**src/rtl/tsc_pkg.sv**
```systemverilog
// tsc_pkg
// Shared definitions for the TSC / PFD synchronisation controller.
//   - CLKS_PER_SEC : default clock rate, used to size the trig/pps watchdog
//   - STATE_*      : encodings reported on state_o
//   - tsc_state_e  : controller state type, encoded with the STATE_* values
package tsc_pkg;

    localparam int CLKS_PER_SEC = 200000000;

    localparam logic [2:0] STATE_IDLE     = 3'd0;
    localparam logic [2:0] STATE_FIX_WAIT = 3'd1;
    localparam logic [2:0] STATE_SYNC     = 3'd2;
    localparam logic [2:0] STATE_SETTLE   = 3'd3;
    localparam logic [2:0] STATE_TRACK    = 3'd4;
    localparam logic [2:0] STATE_HOLDOVER = 3'd5;

    typedef enum logic [2:0] {
        ST_IDLE     = STATE_IDLE,
        ST_FIX_WAIT = STATE_FIX_WAIT,
        ST_SYNC     = STATE_SYNC,
        ST_SETTLE   = STATE_SETTLE,
        ST_TRACK    = STATE_TRACK,
        ST_HOLDOVER = STATE_HOLDOVER
    } tsc_state_e;

endpackage

```
**src/rtl/tsc_lock_det.sv**
```systemverilog
// tsc_lock_det
// Classifies each PFD phase sample and counts consecutive good / bad samples.
//   clk, rst    : clock, asynchronous active-high reset
//   trig        : sample strobe (pdiff is valid)
//   pdiff       : signed phase difference in clocks
//   clear       : holds both run counters at zero
//   lock_hit    : this sample completes a run of LOCK_COUNT good samples
//   unlock_hit  : this sample completes a run of UNLOCK_COUNT bad samples
module tsc_lock_det #(
    parameter int LOCK_THRESH   = 100,
    parameter int LOCK_COUNT    = 8,
    parameter int UNLOCK_THRESH = 1000,
    parameter int UNLOCK_COUNT  = 3
) (
    input  logic        clk,
    input  logic        rst,
    input  logic        trig,
    input  logic [31:0] pdiff,
    input  logic        clear,
    output logic        lock_hit,
    output logic        unlock_hit
);

    logic [31:0] abs_val;
    logic [31:0] good_cnt;
    logic [31:0] bad_cnt;
    logic        is_good;
    logic        is_bad;

    // The most negative value has no positive twin; clamp it to the max.
    always_comb begin
        if (pdiff == 32'h8000_0000)
            abs_val = 32'h7FFF_FFFF;
        else if (pdiff[31])
            abs_val = -pdiff;
        else
            abs_val = pdiff;
    end

    assign is_good = (abs_val <= 32'(LOCK_THRESH));
    assign is_bad  = (abs_val >  32'(UNLOCK_THRESH));

    // Hits fire on the sample that completes the run, so the controller
    // reacts on the same edge that records that sample.
    assign lock_hit   = trig && !clear && is_good && (good_cnt >= 32'(LOCK_COUNT - 1));
    assign unlock_hit = trig && !clear && is_bad  && (bad_cnt  >= 32'(UNLOCK_COUNT - 1));

    always_ff @(posedge clk or posedge rst) begin
        if (rst) begin
            good_cnt <= '0;
            bad_cnt  <= '0;
        end else if (clear) begin
            good_cnt <= '0;
            bad_cnt  <= '0;
        end else if (trig) begin
            if (is_good) begin
                if (good_cnt < 32'(LOCK_COUNT))
                    good_cnt <= good_cnt + 32'd1;
                bad_cnt <= '0;
            end else if (is_bad) begin
                if (bad_cnt < 32'(UNLOCK_COUNT))
                    bad_cnt <= bad_cnt + 32'd1;
                good_cnt <= '0;
            end else begin
                good_cnt <= '0;
                bad_cnt  <= '0;
            end
        end
    end

endmodule

```
**src/rtl/tsc_sync_ctrl.sv**
```systemverilog
// tsc_sync_ctrl
// Sequences GPS fix qualification, TSC alignment, PFD resync and lock tracking.
//   clk, rst      : clock, asynchronous active-high reset
//   enable        : 0 forces IDLE and clears internal counters
//   sw_resync     : software realign request (SETTLE / TRACK only)
//   gps_3dfix_d   : synchronised GPS 3D fix level
//   gps_1pps_d    : single-cycle pps pulse
//   pll_trig      : single-cycle PFD result strobe
//   pfd_status    : PFD busy in its resync path
//   pdiff_1pps    : signed PFD phase difference
//   tsc_sync      : alignment qualifier to the datapath
//   pfd_resync    : single-cycle PFD resync request
//   locked        : phase lock indication
//   holdover      : fix lost while locked
//   state_o       : current state encoding
//   resync_cnt    : saturating realignment count
module tsc_sync_ctrl #(
    parameter int CLKS_PER_SEC  = tsc_pkg::CLKS_PER_SEC,
    parameter int FIX_SECS      = 4,
    parameter int SETTLE_TRIGS  = 2,
    parameter int LOCK_THRESH   = 100,
    parameter int LOCK_COUNT    = 8,
    parameter int UNLOCK_THRESH = 1000,
    parameter int UNLOCK_COUNT  = 3
) (
    input  logic        clk,
    input  logic        rst,
    input  logic        enable,
    input  logic        sw_resync,
    input  logic        gps_3dfix_d,
    input  logic        gps_1pps_d,
    input  logic        pll_trig,
    input  logic        pfd_status,
    input  logic [31:0] pdiff_1pps,
    output logic        tsc_sync,
    output logic        pfd_resync,
    output logic        locked,
    output logic        holdover,
    output logic [2:0]  state_o,
    output logic [15:0] resync_cnt
);

    import tsc_pkg::*;

    localparam logic [31:0] WD_LIMIT = 32'(2 * CLKS_PER_SEC);

    tsc_state_e  state;
    logic [31:0] wd_cnt;
    logic [31:0] fix_cnt;
    logic [31:0] settle_cnt;
    logic        wd_expire;
    logic        det_clear;
    logic        lock_hit;
    logic        unlock_hit;

    // One counter serves both the SYNC pps timeout and the trig watchdog;
    // it is zeroed on every state entry and on every pll_trig.
    assign wd_expire = (wd_cnt >= WD_LIMIT - 32'd1);
    assign det_clear = (state != ST_TRACK) || !enable;
    assign state_o   = state;

    tsc_lock_det #(
        .LOCK_THRESH   (LOCK_THRESH),
        .LOCK_COUNT    (LOCK_COUNT),
        .UNLOCK_THRESH (UNLOCK_THRESH),
        .UNLOCK_COUNT  (UNLOCK_COUNT)
    ) u_lock_det (
        .clk        (clk),
        .rst        (rst),
        .trig       (pll_trig),
        .pdiff      (pdiff_1pps),
        .clear      (det_clear),
        .lock_hit   (lock_hit),
        .unlock_hit (unlock_hit)
    );

    always_ff @(posedge clk or posedge rst) begin
        if (rst) begin
            state      <= ST_IDLE;
            wd_cnt     <= '0;
            fix_cnt    <= '0;
            settle_cnt <= '0;
            tsc_sync   <= 1'b0;
            pfd_resync <= 1'b0;
            locked     <= 1'b0;
            holdover   <= 1'b0;
            resync_cnt <= '0;
        end else begin
            pfd_resync <= 1'b0;
            if (!enable) begin
                state      <= ST_IDLE;
                wd_cnt     <= '0;
                fix_cnt    <= '0;
                settle_cnt <= '0;
                tsc_sync   <= 1'b0;
            end else begin
                case (state)
                    ST_IDLE: begin
                        tsc_sync <= 1'b0;
                        fix_cnt  <= '0;
                        if (gps_3dfix_d)
                            state <= ST_FIX_WAIT;
                    end

                    ST_FIX_WAIT: begin
                        if (!gps_3dfix_d) begin
                            state <= ST_IDLE;
                        end else if (gps_1pps_d) begin
                            fix_cnt <= fix_cnt + 32'd1;
                            if (fix_cnt == 32'(FIX_SECS - 1)) begin
                                state    <= ST_SYNC;
                                tsc_sync <= 1'b1;
                                wd_cnt   <= '0;
                            end
                        end
                    end

                    // tsc_sync is raised on entry so it is already high when
                    // the aligning pps arrives.
                    ST_SYNC: begin
                        if (!gps_3dfix_d) begin
                            state    <= ST_IDLE;
                            tsc_sync <= 1'b0;
                        end else if (gps_1pps_d) begin
                            state      <= ST_SETTLE;
                            tsc_sync   <= 1'b0;
                            pfd_resync <= 1'b1;
                            settle_cnt <= '0;
                            wd_cnt     <= '0;
                        end else if (wd_expire) begin
                            state    <= ST_IDLE;
                            tsc_sync <= 1'b0;
                        end else begin
                            wd_cnt <= wd_cnt + 32'd1;
                        end
                    end

                    // Branch order gives fix loss > watchdog > sw_resync > trig;
                    // unlock_hit is only ever set in TRACK.
                    ST_SETTLE, ST_TRACK: begin
                        if (!gps_3dfix_d) begin
                            if (state == ST_TRACK && locked) begin
                                state    <= ST_HOLDOVER;
                                holdover <= 1'b1;
                                locked   <= 1'b0;
                            end else begin
                                state <= ST_IDLE;
                            end
                        end else if (wd_expire || sw_resync || unlock_hit) begin
                            state    <= ST_SYNC;
                            tsc_sync <= 1'b1;
                            locked   <= 1'b0;
                            wd_cnt   <= '0;
                            if (resync_cnt != 16'hFFFF)
                                resync_cnt <= resync_cnt + 16'd1;
                        end else begin
                            wd_cnt <= pll_trig ? 32'd0 : wd_cnt + 32'd1;
                            if (state == ST_SETTLE) begin
                                if (pll_trig && !pfd_status) begin
                                    settle_cnt <= settle_cnt + 32'd1;
                                    if (settle_cnt == 32'(SETTLE_TRIGS - 1))
                                        state <= ST_TRACK;
                                end
                            end else if (lock_hit) begin
                                locked <= 1'b1;
                            end
                        end
                    end

                    ST_HOLDOVER: begin
                        tsc_sync <= 1'b0;
                        if (gps_3dfix_d) begin
                            state    <= ST_FIX_WAIT;
                            holdover <= 1'b0;
                            fix_cnt  <= '0;
                        end
                    end

                    default: begin
                        state    <= ST_IDLE;
                        tsc_sync <= 1'b0;
                    end
                endcase
            end
        end
    end

endmodule
```
**config.mk**
```make
export PLATFORM = sky130hd
export DESIGN_NAME = tsc_sync_ctrl
export DESIGN_NICKNAME = d
export VERILOG_FILES = /design/src/rtl/tsc_pkg.sv /design/src/rtl/tsc_lock_det.sv /design/src/rtl/tsc_sync_ctrl.sv
export SDC_FILE = /design/constraint.sdc
export NUM_CORES = 1
export LEC_CHECK = 0
export BUFFER_PORTS_ARGS = -buffer_cell sky130_fd_sc_hd__buf_2
export CORE_UTILIZATION = 55
export CTS_CLUSTER_SIZE = 24
export DETAILED_ROUTE_END_ITERATION = 8
export PLACE_DENSITY_LB_ADDON = 0.1
export SYNTH_ARGS = -nofsm -noshare
export SYNTH_HDL_FRONTEND = slang
export SYNTH_SLANG_ARGS = --single-unit
export TNS_END_PERCENT = 30
```
**constraint.sdc**
```tcl
create_clock -name clk -period 6.4 [get_ports clk]
set_input_delay 1.28 -clock clk [delete_from_list [all_inputs] [get_ports clk]]
set_output_delay 1.28 -clock clk [all_outputs]
set_load 0.02 [all_outputs]
```
==> results of run 1 <==
[area by class of cell]
class | instances | area, um^2 | share of cell area
inverters | 35 | 139 | 0.0126
flip-flops and latches | 183 | 4580 | 0.414
repair buffers | 69 | 363 | 0.0328
multi-input cells | 846 | 5160 | 0.466
well taps | 229 | 287 | 0.0259
clock buffers | 19 | 443 | 0.0400
clock inverters | 12 | 93.8 | 0.00848
[worst paths after layout]
path,slack [ps],depth (start not counted),startpoint,end
worst max register to register,2760,10,wd_cnt[0]$_DFFE_PP0P_,settle_cnt[8]$_DFFE_PP0P_
max in group asynchronous,4170,3,rst,wd_cnt[30]$_DFFE_PP0P_
worst min-delay path,480,1,u_lock_det.bad_cnt[28]$_DFFE_PP0P_,u_lock_det.bad_cnt[28]$_DFFE_PP0P_
worst max-delay path,1820,13,pdiff_1pps[0],settle_cnt[8]$_DFFE_PP0P_
worst min register to register,480,1,u_lock_det.bad_cnt[28]$_DFFE_PP0P_,u_lock_det.bad_cnt[28]$_DFFE_PP0P_
min in group asynchronous,1060,2,rst,u_lock_det.bad_cnt[31]$_DFFE_PP0P_
[cell usage after synthesis, drive strengths merged (5+ instances only)]
library cell | count | area (um^2)
buf | 9 | 62.6
nand2 | 87 | 329
o31ai | 16 | 120
a31oi | 10 | 62.6
xor2 | 30 | 263
or3 | 21 | 131
o211ai | 9 | 81.3
inv | 33 | 124
o21ai | 59 | 295
nand2b | 13 | 81.3
and2 | 65 | 407
nor4b | 5 | 50.0
xnor2 | 34 | 298
nand4 | 52 | 344
and3 | 23 | 144
nor4 | 54 | 375
a21oi | 45 | 229
nor2b | 6 | 37.5
ha | 9 | 113
nor2 | 110 | 415
or4 | 20 | 154
nand3 | 58 | 300
dfrtp | 183 | 4580
and4 | 10 | 87.6
nor3 | 30 | 166
o21a | 8 | 60.1
clkbuf | 31 | 116
o22ai | 5 | 31.3
[where the power goes]
group / switching (mW) / leakage, nW / internal [mW]
sequential: 0.0291 / 2.55 / 1.17
clock: 0.452 / 0.262 / 0.511
combinational: 0.243 / 1.95 / 0.0984
total: 0.725 / 4.77 / 1.78
[per-layer routing]
layer | vias up | global-route usage | part of all wire
met5 | - | 0 | 0
met4 | 0 | 0.0739 | 0.014
met3 | 25 | 0.0448 | 0.043
met2 | 202 | 0.364 | 0.44
met1 | 4091 | 0.377 | 0.50
li1 | 4151 | - | -
[logic make-up (layout without fill, tap and decap cells)]
| family | after synthesis | after routing | share of synthesized area |
|---|---|---|---|
| simple gates | 569 | 569 | 0.313 |
| flops | 183 | 183 | 0.456 |
| buf+inv | 75 | 135 | 0.0309 |
| mux | 6 | 6 | 0.00623 |
| compound gates | 198 | 198 | 0.127 |
| xor+xnor | 64 | 64 | 0.0558 |
| fa+ha+maj | 9 | 9 | 0.0112 |
[flip-flops by register name, indices dropped and copies added, names as in the netlist]
signal               flops
fix_cnt                 32
settle_cnt              32
u_lock_det.bad_cnt      32
u_lock_det.good_cnt     32
wd_cnt                  32
resync_cnt              16
state_o                  3
holdover                 1
locked                   1
pfd_resync               1
tsc_sync                 1
[worst reg2reg max path: cells and delay by family (launching register included)]
kind                     cells  cell delay, ps
AND/OR/NAND/NOR              6            2290
AO/OA/AOI/OAI                3             600
flip-flops                   1             430
adder cells (fa/ha/maj)      1             250
==> flow_summary.yaml, run 1 <==
global_routing:
  grt_use_total: 0.250
  antenna_found_initial: 0
  grt_max_degree: 136
  grt_pass1_vias: 7609
  grt_overflow: 0
  grt_pass1_wl_um: 37300
cells_and_area:
  drive_gt1_frac: 0.109
  final_cell_mix: "dfrtp_1 (183), nor2_1 (109), nand2_1 (86), and2_1 (64), buf_2 (62)"
  fillerInstances: 1552
  layout_commonest_cell: "dfrtp_1"
  layout.nets: 1201
  diodes: 0
  final-instance-count-excl-fill: 1393
  syn_to_final_growth_pct: 10.1
  final_util: 0.618
  final_area_um2: 11100
critical_path:
  required_ps: 6760
  crit_path_max_incr_delay_ps: 590
  crit_slowest_cell: "or4_1"
  end_kind: "register"
  crit_type: "primary input to register"
  startpoint_type: "primary input"
  crit_arrival_ps: 4940
  critPathMaxFanout: 20
  cp_top_family: "simple AND/OR/NAND/NOR gates"
  cp_num_buf_inv: 2
  crit_chain: "buf_2 > inv_1 > ha_1 > or3b_2 > nor3_4 > nand4b_1 > a211o_1 > o21ai_0 > nand3b_1 > o211ai_4 > nand3_2 > or4_1 > a21oi_1"
timing:
  fin_hold_ws_ps: 484
  fin_crit_ps: 4580
  worst_slack_ps: 1820
  finalSetupViolCount: 0
  rsz0062_at_grt: "no"
  fin_tns_setup_ps: 0
  period_share: 0.716
  drv_slew: 0
  fmax_ghz: 0.218
  worst_slew_pin_slew_ps: 913
  hold_viol: 0
  fin_skew_ps: 12.3
  relSlewSlack: 0.391
floorplanning:
  die_area_um2: 18800
  fp.coreArea_um2: 17900
  die_h_um: 137
  start_util: 0.561
  die_w_um: 137
  fp-row-count: 49
  io_pins: 63
synthesis:
  ys_seq_area_frac: 0.456
  synth-edff-count: 0
  ys_async_sr_fraction: 1.00
  ys_warn_count: 0
  ys_types: 77
  synth_fp_nets: 1153
  ys_ff_latch: 183
  synthesis.area_um2: 10000
  synthFlopType: "dfrtp_1"
  synthCells: 1104
  syn_area_per_cell_um2: 9.10
drt:
  drt_pass1_iterations: 5
  drc_errors: 0
  num_vias: 8469
  drt_iter0_drc: 567
  wl_per_cell_um: 16.0
  postRouteAntennaNets: 0
  viasPerCell: 6.08
  wirelength_um: 22300
cts:
  cts-buffers-inserted: 17
  clock-root-buffer: "clkbuf_16"
  cts_tree: "built"
  clkLatencyLatePin_ps: 430
  cts.reportedPaths.clkPinSlew_ps: 60
  cts_buffer_depth: 2
  ctsHoldBuffers: 0
  post_cts_buffers: 0
  cts_sinks: 183
  htree_levels: 4
  cts_resized: 0
placed_design:
  dp.cells: 1362
  postPlaceCellArea_um2: 10500
  gp_congestion: 0.911
  place_ws_ps: 1410
  hpwl_um: 15400
  portBuffers: 62
power:
  ir_drop_mv: 0.186
  p_total_mw: 2.50
  leakagePower_nw: 4.77
  p_per_area_nw_per_um2: 226
worst_hold_path:
  hold_class: "register to register"
run_status:
  status: "finished clean"
flow_run:
  max_cap_viol_count: 0
Note: power is estimated with default switching activity, not from simulation.
==> inputs of run 2 (changes only) <==
--- a/config.mk
+++ b/config.mk
@@ -5,8 +5,9 @@
 export SDC_FILE = /design/constraint.sdc
 export NUM_CORES = 1
 export LEC_CHECK = 0
+export ABC_AREA = 1
 export BUFFER_PORTS_ARGS = -buffer_cell sky130_fd_sc_hd__buf_2
-export CORE_UTILIZATION = 55
+export CORE_UTILIZATION = 56
 export CTS_CLUSTER_SIZE = 24
 export DETAILED_ROUTE_END_ITERATION = 8
 export PLACE_DENSITY_LB_ADDON = 0.1
==> constraint.sdc (replaced) <==
create_clock -name clk -period 3.9 [get_ports clk]
set_input_delay 0.78 -clock clk [delete_from_list [all_inputs] [get_ports clk]]
set_output_delay 0.78 -clock clk [all_outputs]
set_load 0.02 [all_outputs]
==> run 2 against run 1 <==
- clock skew shrank 0.60 ps
- clock power is 80% higher
- wire length is 9.0% higher
- worst setup slack got worse by 1200 ps
- combinational power increased by 130%
- non-clock buffer count up 5
- sequential share of layout area is 3.5 points lower
- synthesized cell count increased by 40%
- synthesized area is 8.5% higher
- first-iteration DRC count down 14%
- worst hold slack improved by 7.3 ps
- via count up 15%
- critical endpoint is now settle_cnt[16]$_DFFE_PP0P_
- highest routed layer unchanged
==> flow_summary.yaml, run 2 <==
drt:
  num_vias: 9758
  wirelength_um: 24300
  viasPerCell: 5.18
  dr_wl_met2_um: 11600
  postRouteAntennaNets: 0
  wl_per_cell_um: 12.9
  met1_length_um: 11300
  drc_errors: 0
  drt_iter0_drc: 488
  wl_met3_um: 1120
  top_layer: "met4"
  drt_pass1_iterations: 5
floorplanning:
  fp-row-count: 50
  die_area_um2: 20000
  io_pins: 63
  die_w_um: 141
  die_h_um: 141
  start_util: 0.577
  fp.coreArea_um2: 18900
global_routing:
  antenna_found_initial: 1
  grt_max_degree: 184
  grt_pass1_wl_um: 42200
  grt_pass1_vias: 9194
  grt_use_total: 0.260
  grt_overflow: 0
cells_and_area:
  final_util: 0.640
  final_area_um2: 12100
  drive_gt1_frac: 0.0788
  fillerInstances: 1757
  final_cell_mix: "nand2_1 (374), inv_1 (261), nor2_1 (229), dfrtp_1 (183), nand3_1 (92)"
  syn_to_final_growth_pct: 10.9
  layout_commonest_cell: "nand2_1"
  layout.nets: 1660
critical_path:
  crit_path_max_incr_delay_ps: 460
  required_ps: 4270
  r2r-start: "state_o[0]$_DFFE_PP0P_"
  crit_slowest_cell: "nor2_1"
  crit_start: "state_o[0]$_DFFE_PP0P_"
  crit_type: "register to register"
  crit_chain: "inv_1 > nand2_1 > nor2_1 > inv_1 > nand2_1 > buf_4 > inv_1 > nor2_1 > o21ai_0 > nand2_1 > inv_1 > nand2_1 > nor2_1 > inv_1 > o21ai_4 > inv_2 > nand2_1 > o21ai_2"
  crit_arrival_ps: 3660
  startpoint_type: "register"
  critPathMaxFanout: 23
  end_kind: "register"
cts:
  cts_sinks: 183
  post_cts_buffers: 0
  cts-buffers-inserted: 17
  cts_resized: 0
  cts_tree: "built"
  clock-root-buffer: "clkbuf_16"
  cts.reportedPaths.clkPinSlew_ps: 70
  ctsHoldBuffers: 0
  clkLatencyLatePin_ps: 440
  cts_buffer_depth: 2
  htree_levels: 4
synthesis:
  ys_async_sr_fraction: 1.00
  synthesis.area_um2: 10900
  netlist.area_leader.share: 0.420
  synthCells: 1550
  ys_seq_area_frac: 0.420
  synthTopCellsByArea: "dfrtp_1 (42%), nand2_1 (13%), inv_1 (9.0%), nor2_1 (7.9%), xor2_1 (4.4%)"
  synth.most_common_cell: "nand2_1"
  syn_area_per_cell_um2: 7.03
  synth-edff-count: 0
  ys_ff_latch: 183
  synth_fp_nets: 1599
  yosys.area.top_type: "dfrtp_1"
  ys_types: 50
  synthFlopType: "dfrtp_1"
  yosys-top-cells-count: "nand2_1 (374), inv_1 (262), nor2_1 (229), dfrtp_1 (183), nand3_1 (92)"
  ys_warn_count: 0
timing:
  fin_crit_ps: 3290
  fin_tns_setup_ps: 0
  hold_viol: 0
  worst_slew_pin_slew_ps: 1070
  finalSetupViolCount: 0
  relSlewSlack: 0.285
  drv_slew: 0
  period_share: 0.844
  fin_skew_ps: 11.7
  fmax_ghz: 0.304
  rsz0062_at_grt: "no"
placed_design:
  portBuffers: 62
  postPlaceCellArea_um2: 11500
  gp_congestion: 0.966
  hpwl_um: 17700
flow_run:
  max_cap_viol_count: 0
worst_hold_path:
  min_from: "u_lock_det.bad_cnt[11]$_DFFE_PP0P_"
  hold_class: "register to register"
power:
  leakagePower_nw: 5.80
  p_per_area_nw_per_um2: 370
  ir_drop_mv: 0.348
run_status:
  status: "finished clean"
## run 2: layout make-up
type / instances / area, um^2 / share of cell area
clock buffer: 17 / 425 / 0.0352
multi-input combinational: 1068 / 5160 / 0.427
clock inverter: 15 / 173 / 0.0143
tap: 260 / 325 / 0.0269
sequential: 183 / 4580 / 0.379
inverter: 267 / 1010 / 0.0833
antenna: 1 / 2.50 / 0.000207
timing repair buffer: 74 / 413 / 0.0342
## run 2: worst paths after layout
| check | endpoint | slack, ps | depth (start not counted) |
|---|---|---|---|
| worst max register to register | settle_cnt[16]$_DFFE_PP0P_ | 610 | 18 |
| worst max-delay path | settle_cnt[16]$_DFFE_PP0P_ | 610 | 18 |
| worst min register to register | u_lock_det.bad_cnt[11]$_DFFE_PP0P_ | 490 | 2 |
| worst min-delay path | u_lock_det.bad_cnt[11]$_DFFE_PP0P_ | 490 | 2 |
| max in group asynchronous | u_lock_det.bad_cnt[16]$_DFFE_PP0P_ | 2550 | 3 |
| min in group asynchronous | settle_cnt[23]$_DFFE_PP0P_ | 590 | 3 |
## run 2: report_power, final
group	internal, mW	switching [mW]	leakage (nW)
Combinational	0.203	0.586	2.96
Clock	0.869	0.861	0.295
Sequential	1.92	0.0306	2.55
## run 2: layer usage
layer	up-vias	GRT usage
li1	5019	-
met4	0	0.0724
met3	26	0.0442
met2	227	0.441
met1	4486	0.343
met5	-	0
## run 2: cells by family after synthesis
group | count (synthesis) | synth area share
flip-flops | 183 | 0.420
buffers and inverters | 299 | 0.106
AO/OA/AOI/OAI | 124 | 0.0657
AND/OR/NAND/NOR | 869 | 0.344
adder cells (fa/ha/maj) | 9 | 0.0103
XOR/XNOR | 66 | 0.0530
## run 2: through the flow
stage	power (mW)	cells	setup WS [ps]	hold slack, ps
finish	4.47	1885	610	492
global route	4.70	1884	249	512
CTS	4.51	1884	579	493
detailed placement	2.78	1852	484	479
global placement	2.77	1852	588	472
floorplan	2.56	1550	769	460
## run 2: worst max-delay path: cells and delay by family, from the launching register on
family / cells / cell delay [ps]
buffers and inverters: 7 / 1240
AOI/OAI and AO/OA: 3 / 310
and+or+nand+nor: 8 / 1250
DFF: 1 / 420
==> inputs of run 3 (changes only) <==
--- a/config.mk
+++ b/config.mk
@@ -5,9 +5,9 @@
 export SDC_FILE = /design/constraint.sdc
 export NUM_CORES = 1
 export LEC_CHECK = 0
-export ABC_AREA = 1
+export ABC_AREA = 0
 export BUFFER_PORTS_ARGS = -buffer_cell sky130_fd_sc_hd__buf_2
-export CORE_UTILIZATION = 56
+export CORE_UTILIZATION = 61
 export CTS_CLUSTER_SIZE = 24
 export DETAILED_ROUTE_END_ITERATION = 8
 export PLACE_DENSITY_LB_ADDON = 0.1
==> constraint.sdc (replaced) <==
create_clock -name clk -period 3.25 [get_ports clk]
set_input_delay 0.65 -clock clk [delete_from_list [all_inputs] [get_ports clk]]
set_output_delay 0.65 -clock clk [all_outputs]
set_load 0.02 [all_outputs]
==> run 3 against run 2 <==
- worst setup slack got worse by 720 ps
- critical path type is now primary input to register
- the run now ends with negative setup slack left
- clock power rose by 20%
- global-route usage is 4.9 points higher
- largest cell class unchanged
- sequential share of layout area down 1.1 points
==> flow_summary.yaml, run 3 (synthesis gave the netlist of run 1 again) <==
critical_path:
  end_kind: "register"
  crit_arrival_ps: 3710
  r2r-end: "settle_cnt[6]$_DFFE_PP0P_"
  ff2ff_path_depth: 12
  startpoint_type: "primary input"
  crit_type: "primary input to register"
  rrSetupSlack_ps: 160
  critPathMaxFanout: 7
  required_ps: 3610
  r2r-start: "wd_cnt[0]$_DFFE_PP0P_"
drt:
  wirelength_um: 25700
  drt_iter0_drc: 821
  wl_per_cell_um: 16.9
  num_vias: 9242
  drc_errors: 0
  drt_pass1_iterations: 5
  postRouteAntennaNets: 0
  viasPerCell: 6.10
power:
  p_total_mw: 5.29
  p_per_area_nw_per_um2: 425
  leakagePower_nw: 5.50
  ir_drop_mv: 0.390
timing:
  fin_crit_ps: 3360
  period_share: 1.03
  fmax_ghz: 0.298
  drv_slew: 0
  fin_skew_ps: 8.11
  worst_slew_pin_slew_ps: 758
  relSlewSlack: 0.489
  hold_viol: 0
  rsz0062_at_grt: "yes"
  worst_slack_ps: -107
  finalSetupViolCount: 12
  fin_tns_setup_ps: -680
  fin_hold_ws_ps: 316
flow_run:
  max_cap_viol_count: 0
floorplanning:
  io_pins: 63
  die_area_um2: 17000
  fp-row-count: 46
  die_w_um: 130
  start_util: 0.628
  fp.coreArea_um2: 16000
  die_h_um: 130
cells_and_area:
  fillerInstances: 1115
  drive_gt1_frac: 0.226
  layout_commonest_cell: "dfrtp_1"
  syn_to_final_growth_pct: 24.0
  final_util: 0.779
  final_cell_mix: "dfrtp_1 (183), buf_4 (131), nor2_1 (109), nand2_1 (85), and2_1 (64)"
  layout.nets: 1334
  diodes: 0
  final-instance-count-excl-fill: 1514
cts:
  cts_buffer_depth: 2
  cts.reportedPaths.clkPinSlew_ps: 70
  cts_sinks: 183
  htree_levels: 4
  cts_tree: "built"
  cts-buffers-inserted: 17
  clkLatencyLatePin_ps: 430
  clock-root-buffer: "clkbuf_16"
  ctsHoldBuffers: 0
placed_design:
  portBuffers: 62
  dp.cells: 1467
  hpwl_um: 17200
  gp_congestion: 0.963
global_routing:
  grt_pass1_vias: 8559
  grt_max_degree: 76
  grt_overflow: 0
  grt_pass1_wl_um: 41500
  antenna_found_initial: 0
  grt_use_total: 0.309
run_status:
  status: "finished with violations"
  violations: "negative setup slack"
worst_hold_path:
  hold_class: "primary input to async pin"
## run 3: cell count changes in the layout (fill, tap and decap cells not counted), sizes merged, moves of 23 or more
cell / before / now
inv: 272 / 37
nor3: 77 / 30
nand3: 93 / 58
buf: 74 / 202
nor2: 233 / 110
and2: 1 / 65
xor2: 55 / 30
nand2: 378 / 87
xnor2: 11 / 34
## run 3: power breakdown
part           switching [mW]  leakage (nW)  internal (mW)
Sequential             0.0616          2.55           2.30
Clock                   0.905         0.277           1.17
Combinational           0.535          2.67          0.313
Total                    1.50          5.50           3.79
## run 3: metrics by stage
stage                     worst slack (ps)  area, um^2
after detailed placement              -623       11400
after global routing                  -272       12500
after floorplan                       -312       10100
after CTS                             3.97       12200
after global placement                -501       11400
final                                 -107       12500
## run 3: worst max path at each step
stage                                 end  depth (start not counted)            from  slack [ps]
2_1_floorplan   settle_cnt[6]$_DFFE_PP0P_                         13   pdiff_1pps[0]        -310
3_3_place_gp    settle_cnt[6]$_DFFE_PP0P_                         14   pdiff_1pps[0]        -500
3_5_place_dp    settle_cnt[8]$_DFFE_PP0P_                         13   pdiff_1pps[0]        -620
4_1_cts         settle_cnt[6]$_DFFE_PP0P_                         12  pdiff_1pps[14]           4
5_1_grt        settle_cnt[17]$_DFFE_PP0P_                         12   pdiff_1pps[7]        -270
6_report       settle_cnt[17]$_DFFE_PP0P_                         12   pdiff_1pps[7]        -110
## run 3: final cells by class
class	count	area, um^2	share of cell area
multi-input combinational	846	5430	0.436
sequential	183	4580	0.368
timing repair buffer	202	1460	0.117
clock buffer	21	450	0.0362
tap	216	270	0.0217
clock inverter	11	138	0.0110
inverter	35	135	0.0108
## run 3: metal layers
| metal | GRT usage | vias up | share of wire |
|---|---|---|---|
| met5 | 0 | - | 0 |
| met1 | 0.438 | 4471 | 0.46 |
| met4 | 0.0960 | 0 | 0.014 |
| met2 | 0.491 | 323 | 0.48 |
| li1 | - | 4415 | - |
| met3 | 0.0472 | 33 | 0.050 |
## run 3: timing repair
action | CTS | global route
endpoints found under the hold margin | 0 | 0
buffers inserted | 6 | 9
setup endpoints to repair | 27 | 103
gates cloned | 0 | 0
gates resized for setup | 19 | 45
pin swaps | 12 | 22
## run 3: worst max-delay path: stages
cell       delay, ps
buf_2            100
or4_4            570
nor3_4           290
buf_4            170
a21oi_2           60
a2111oi_2        430
nand4_4          180
o211ai_4         290
buf_6            140
nand4_1          230
or3_4            470
a21oi_2          130
